### src/rtl/gshare_predictor_pkg.sv
// Shared constants and helpers for the gshare predictor: counter reset/saturation,
// index hash, and address width used by the optional BTB.
package gshare_predictor_pkg;

  localparam int unsigned AddrW   = 32;
  localparam int unsigned MaxCntW = 4;

  typedef logic [MaxCntW-1:0] cnt_t;

  // Weakly-taken reset value: only the counter MSB set.
  function automatic cnt_t cnt_reset(input int unsigned cnt_w);
    return cnt_t'(1 << (cnt_w - 1));
  endfunction

  function automatic cnt_t cnt_max(input int unsigned cnt_w);
    return cnt_t'((1 << cnt_w) - 1);
  endfunction

  function automatic cnt_t cnt_step(input cnt_t cnt, input logic taken, input cnt_t max);
    if (taken) begin
      return (cnt == max) ? cnt : cnt + cnt_t'(1);
    end
    return (cnt == '0) ? cnt : cnt - cnt_t'(1);
  endfunction

  // Word-aligned PC bits XOR zero-extended history, truncated to idx_w bits.
  function automatic logic [AddrW-1:0] gshare_hash(input logic [AddrW-1:0] pc,
                                                   input logic [AddrW-1:0] hist,
                                                   input int unsigned idx_w);
    logic [AddrW-1:0] mask;
    mask = AddrW'((64'd1 << idx_w) - 64'd1);
    return ((pc >> 2) ^ hist) & mask;
  endfunction

endpackage

### src/rtl/gshare_predictor_btb.sv
// Direct-mapped branch target buffer with registered tag compare; the lookup
// sees the entry as it was before a same-edge write.
module gshare_predictor_btb
  import gshare_predictor_pkg::*;
#(
  parameter int unsigned BTB_W = 4
) (
  input  logic             clk,
  input  logic             rst,
  input  logic             lookup_en,
  input  logic [AddrW-1:0] lookup_addr,
  output logic             hit,
  output logic [AddrW-1:0] target,
  input  logic             write_en,
  input  logic [AddrW-1:0] write_addr,
  input  logic [AddrW-1:0] write_target
);

  localparam int unsigned Entries = 2 ** BTB_W;
  localparam int unsigned TagW    = AddrW - BTB_W - 2;

  logic [Entries-1:0] valid_q;
  logic [TagW-1:0]    tag_q    [Entries];
  logic [AddrW-1:0]   target_q [Entries];

  logic [BTB_W-1:0] rd_idx, wr_idx;
  logic [TagW-1:0]  rd_tag, wr_tag;
  logic             rd_match;
  logic             unused_low;

  assign rd_idx     = lookup_addr[BTB_W+1:2];
  assign rd_tag     = lookup_addr[AddrW-1:BTB_W+2];
  assign wr_idx     = write_addr[BTB_W+1:2];
  assign wr_tag     = write_addr[AddrW-1:BTB_W+2];
  assign rd_match   = valid_q[rd_idx] && (tag_q[rd_idx] == rd_tag);
  assign unused_low = ^{lookup_addr[1:0], write_addr[1:0]};

  always_ff @(posedge clk or posedge rst) begin
    if (rst) begin
      valid_q <= '0;
      hit     <= 1'b0;
      target  <= '0;
    end else begin
      if (lookup_en) begin
        hit    <= rd_match;
        target <= rd_match ? target_q[rd_idx] : '0;
      end
      if (write_en) begin
        valid_q[wr_idx] <= 1'b1;
      end
    end
  end

  // Payload needs no reset: it is only observed behind a set valid bit.
  always_ff @(posedge clk) begin
    if (write_en) begin
      tag_q[wr_idx]    <= wr_tag;
      target_q[wr_idx] <= write_target;
    end
  end

endmodule

### src/rtl/gshare_predictor.sv
// Parametrised gshare direction predictor with commit-time training.
// Define BP_BTB_EN to add the direct-mapped BTB for predicted targets.
module gshare_predictor
  import gshare_predictor_pkg::*;
#(
  parameter int unsigned IDX_W  = 6,
  parameter int unsigned HIST_W = 6,
  parameter int unsigned CNT_W  = 2,
  parameter int unsigned BTB_W  = 4
) (
  input  logic             clockIn,
  input  logic             resetIn,
  input  logic             readyIn,
  input  logic             predictReq,
  input  logic [AddrW-1:0] predictAddr,
  output logic             predictValid,
  output logic             predictTaken,
  output logic [IDX_W-1:0] predictIdx,
  output logic [AddrW-1:0] predictTarget,
  output logic             btbHit,
  input  logic             updateFlag,
  input  logic [IDX_W-1:0] updateIdx,
  input  logic [AddrW-1:0] updateAddr,
  input  logic             updateTaken,
  input  logic [AddrW-1:0] updateTarget
);

  localparam int unsigned PhtSize = 2 ** IDX_W;
  localparam cnt_t        CntInit = cnt_reset(CNT_W);
  localparam cnt_t        CntMax  = cnt_max(CNT_W);

  logic [CNT_W-1:0]  pht_q [PhtSize];
  logic [HIST_W-1:0] ghr_q, ghr_d;
  logic [IDX_W-1:0]  lookup_idx;
  logic [CNT_W-1:0]  upd_cnt;
  logic              lookup_en, update_en;

  assign lookup_en  = readyIn && predictReq;
  assign update_en  = readyIn && updateFlag;
  assign lookup_idx = IDX_W'(gshare_hash(predictAddr, AddrW'(ghr_q), IDX_W));
  assign upd_cnt    = CNT_W'(cnt_step(cnt_t'(pht_q[updateIdx]), updateTaken, CntMax));
  // Shift form also works for a single-bit history.
  assign ghr_d      = (ghr_q << 1) | HIST_W'(updateTaken);

  always_ff @(posedge clockIn or posedge resetIn) begin
    if (resetIn) begin
      for (int i = 0; i < PhtSize; i++) begin
        pht_q[i] <= CNT_W'(CntInit);
      end
      ghr_q <= '0;
    end else if (update_en) begin
      pht_q[updateIdx] <= upd_cnt;
      ghr_q            <= ghr_d;
    end
  end

  // Nonblocking reads here give read-before-write against the training port.
  always_ff @(posedge clockIn or posedge resetIn) begin
    if (resetIn) begin
      predictValid <= 1'b0;
      predictTaken <= 1'b0;
      predictIdx   <= '0;
    end else if (lookup_en) begin
      predictValid <= 1'b1;
      predictTaken <= pht_q[lookup_idx][CNT_W-1];
      predictIdx   <= lookup_idx;
    end else if (readyIn) begin
      predictValid <= 1'b0;
    end
  end

`ifdef BP_BTB_EN
  gshare_predictor_btb #(
    .BTB_W(BTB_W)
  ) u_btb (
    .clk         (clockIn),
    .rst         (resetIn),
    .lookup_en   (lookup_en),
    .lookup_addr (predictAddr),
    .hit         (btbHit),
    .target      (predictTarget),
    .write_en    (update_en && updateTaken),
    .write_addr  (updateAddr),
    .write_target(updateTarget)
  );
`else
  localparam int unsigned unused_btb_w = BTB_W;
  logic unused_btb;

  assign btbHit        = 1'b0;
  assign predictTarget = '0;
  assign unused_btb    = ^{updateAddr, updateTarget};
`endif

endmodule
### config.mk
export PLATFORM = sky130hd
export DESIGN_NAME = gshare_predictor
export DESIGN_NICKNAME = d
export VERILOG_FILES = /design/src/rtl/gshare_predictor_pkg.sv /design/src/rtl/gshare_predictor_btb.sv /design/src/rtl/gshare_predictor.sv
export SDC_FILE = /design/constraint.sdc
export NUM_CORES = 1
export LEC_CHECK = 0
export BUFFER_PORTS_ARGS = -buffer_cell sky130_fd_sc_hd__buf_4
export CORE_AREA = 8 8 156 128
export DETAILED_ROUTE_END_ITERATION = 16
export DIE_AREA = 0 0 164 136
export GPL_ROUTABILITY_DRIVEN = 1
export MAX_ROUTING_LAYER = met4
export PLACE_DENSITY = 0.62
export SYNTH_ARGS = -nofsm -noshare
export SYNTH_HDL_FRONTEND = slang
export SYNTH_SLANG_ARGS = --single-unit
### constraint.sdc
create_clock -name clockIn -period 5.8 [get_ports clockIn]
set_clock_uncertainty 0.1 [all_clocks]
set_input_delay 1.16 -clock clockIn [delete_from_list [all_inputs] [get_ports clockIn]]
set_output_delay 1.16 -clock clockIn [all_outputs]
set_load 0.02 [all_outputs]
==> flow_summary.toml <==
[floorplan]
fp-row-count = 44
die_x_um = 164
coreArea_mm2 = 0.01767
io_pins = 149
start_util_pct = 43.45
die_area_mm2 = 0.02230
die_h_um = 136

[worst_setup_path]
cp_num_buf_inv = 2
critPathLaunchType = "input port"
cp-end-kind = "register"
critPathSlowestCell = "o21ai_4"
r2r_slack_ns = 2.85
slowest_delay_ns = 0.69
path_delay_family = "compound AO/OA/AOI/OAI gates"
r2r-end = "pht_q[24]"
rr_worst_depth = 7
cp_max_fo = 50
crit_chain = "buf_4, mux4_2, nand2_1, a21boi_0, a211oi_1, nand3_1, o21ai_4, buf_12, o21ai_2"
crit_required_ns = 6.01
crit_arrival_ns = 4.24
reg2reg_from = "pht_q[83]"
path_class = "input port to register"

[layout]
layout_commonest_cell = "nand2_1"
layout-drive-gt1-share_pct = 29.44
final_nets = 900
fin_area_mm2 = 0.008589
fillers = 1636
final_cell_mix = "nand2_1 (242), dfrtp_1 (78), o21ai_1 (75)"
antennaDiodeCount = 0
syn_to_final_growth_pct = 11.86
final_util_pct = 48.61

[pwr]
p_per_area_mw_per_mm2 = 329.4
vdd_drop_max_mv = 0.1826
power_mw = 2.829
p_leak_nw = 3.357

[hold_path]
hold_class = "register to register"
hold_path_depth = 2
holdPathEnd = "pht_q[6]"
worstHoldStart = "pht_q[6]"

[clock_network]
root_buffer = "clkbuf_16"
path_clk_slew_ns = 0.06
post_cts_resized = 0
cts_setup_buffers = 0
hold_buffers = 0
cts_max_level = 4
clock_path_buffers = 2
cts_num_sinks = 142
numCtsBuffers = 17
cts_tree = "built"
clk_latency_ns = 0.43

[routing]
vias = 5685
drtAntennaViolNets = 0
viasPerCell = 5.493
first_pass_iters = 6
wl_mm = 20.24
drt_iter0_drc = 458
wl_per_cell_um = 19.55
drc = 0

[sta]
period_needed_ns = 4.030
grt_setup_unrepaired = "no"
setup_tns_ns = 0
relSlewSlack_pct = 20.85
fin_crit_sh_pct = 69.49
setup_slack_ns = 1.770
drv_slew = 0
max_freq_mhz = 248.1
tightest_slew_ns = 1.183
setup_viol = 0
hold_viol_final = 0

[placement]
pre_cts_ws_ns = 1.322
placed_area_mm2 = 0.007945
port_buffers = 25
hpwl_mm = 13.42
gp_congestion = 0.8952

[synthesis]
syn_area_mm2 = 0.007679
ys_types = 50
synthCells = 774
synthFlopType = "dfrtp_1"
synth_seq_cells = 142
synth_edf_count = 0
seq_area_frac_synth_pct = 47.32
yosysWarnings = 0
synthArstFlopShare_pct = 100.0
synth.avg_cell_area_um2 = 9.921

[run_status]
status = "finished, final reports clean"

[grt]
gr-usage-all-layers_pct = 19.77
antenna_found_initial = 0
grt_pass1_wl_mm = 32.75
grt_pass1_vias = 5697
grt_max_degree = 101
gr-total-overflow = 0

[run]
drv_cap = 0
## through the flow
step                hold WS [ns]  cells
detailed placement        0.3588   1003
CTS                       0.3725   1035
global placement          0.3535   1003
floorplan                 0.3442    806
finish                    0.3656   1035
global route              0.3850   1035
## synthesized netlist by cell type, types with 3 or more instances
cell / n / area [µm²]
nor2_1: 12 / 45.04
nand3_1: 5 / 25.02
buf_4: 42 / 315.3
o22ai_1: 4 / 25.02
nand2_1: 242 / 908.4
mux2_2: 11 / 123.9
a211oi_1: 3 / 22.52
mux4_2: 30 / 675.7
xor2_1: 4 / 35.03
xnor2_1: 5 / 43.79
or3_1: 3 / 18.77
o21ai_1: 75 / 375.4
clkbuf_1: 13 / 48.80
nor3_1: 12 / 60.06
o21ai_0: 13 / 65.06
mux2_1: 3 / 33.78
buf_2: 8 / 40.04
mux2i_1: 16 / 160.2
dfstp_2: 64 / 1682
nor4_1: 5 / 31.28
a21oi_1: 16 / 80.08
o21ai_2: 51 / 446.7
inv_1: 6 / 22.52
dfrtp_1: 78 / 1952
a221oi_1: 5 / 43.79
a22oi_1: 4 / 30.03
buf_6: 7 / 78.83
and3b_1: 4 / 35.03
nand2b_1: 4 / 25.02
nor2b_1: 3 / 18.77
## logic make-up (layout without fill, tap and decap cells)
kind of cell             count (synthesis)  count (layout)  share of synthesized area [%]
XOR/XNOR                                 9               9                          1.026
other                                    1              33                        0.04884
buffers and inverters                   77              76                          6.632
flip-flops                             142             142                          47.32
AO/OA/AOI/OAI                          185             185                          15.76
multiplexers                            60              60                          12.94
adder cells (fa/ha/maj)                  1               1                         0.1466
AND/OR/NAND/NOR                        299             299                          16.13
## registers in the layout, summed over array words and instances (netlist names)
name and cells:
predictTaken 1, predictIdx 6, ghr_q 6, pht_q 128
predictValid 1
## area by class of cell
cell class                 count  area, µm²  share of cell area (%)
multi-input combinational    587       3686                   42.91
sequential                   142       3633                   42.30
clock buffer                  17      425.4                   4.953
timing repair buffer          38      310.3                   3.613
tap                          230      287.8                   3.350
clock inverter                15      219.0                   2.549
inverter                       6      27.53                  0.3205
## worst max-delay path by stage
stage | start | to | slack, ns | cells after the start
6_report | updateIdx[0] | pht_q[24] | 1.77 | 9
5_1_grt | updateIdx[0] | pht_q[22] | 1.59 | 9
4_1_cts | updateIdx[0] | pht_q[100] | 1.76 | 9
3_5_place_dp | updateIdx[0] | pht_q[100] | 1.32 | 9
3_3_place_gp | updateIdx[0] | pht_q[22] | 1.32 | 9
2_1_floorplan | resetIn | ghr_q[0] | 0.84 | 1
## where the power goes
| part | leakage [nW] | switching (mW) | total, mW | internal (mW) |
|---|---|---|---|---|
| combinational | 1.34 | 0.311 | 0.487 | 0.176 |
| clock | 0.309 | 0.450 | 1.21 | 0.762 |
| sequential | 1.71 | 0.0528 | 1.13 | 1.08 |
## worst register-to-register path, stage by stage (launching register included)
cell,delay (ns)
dfstp_2,0.38
mux4_2,0.47
a32o_1,0.29
a211oi_1,0.30
nand3_1,0.18
o21ai_4,0.69
buf_12,0.31
o21ai_2,0.12
## layer usage
layer | share of wire (%) | vias to the layer above | track usage, %
met2 | 44 | 207 | 27.29
met4 | 2.3 | 0 | 7.258
met1 | 46 | 2745 | 27.42
met3 | 7.8 | 32 | 5.145
met5 | 0 | - | -
li1 | - | 2701 | -
(Power assumes the default switching activity.)
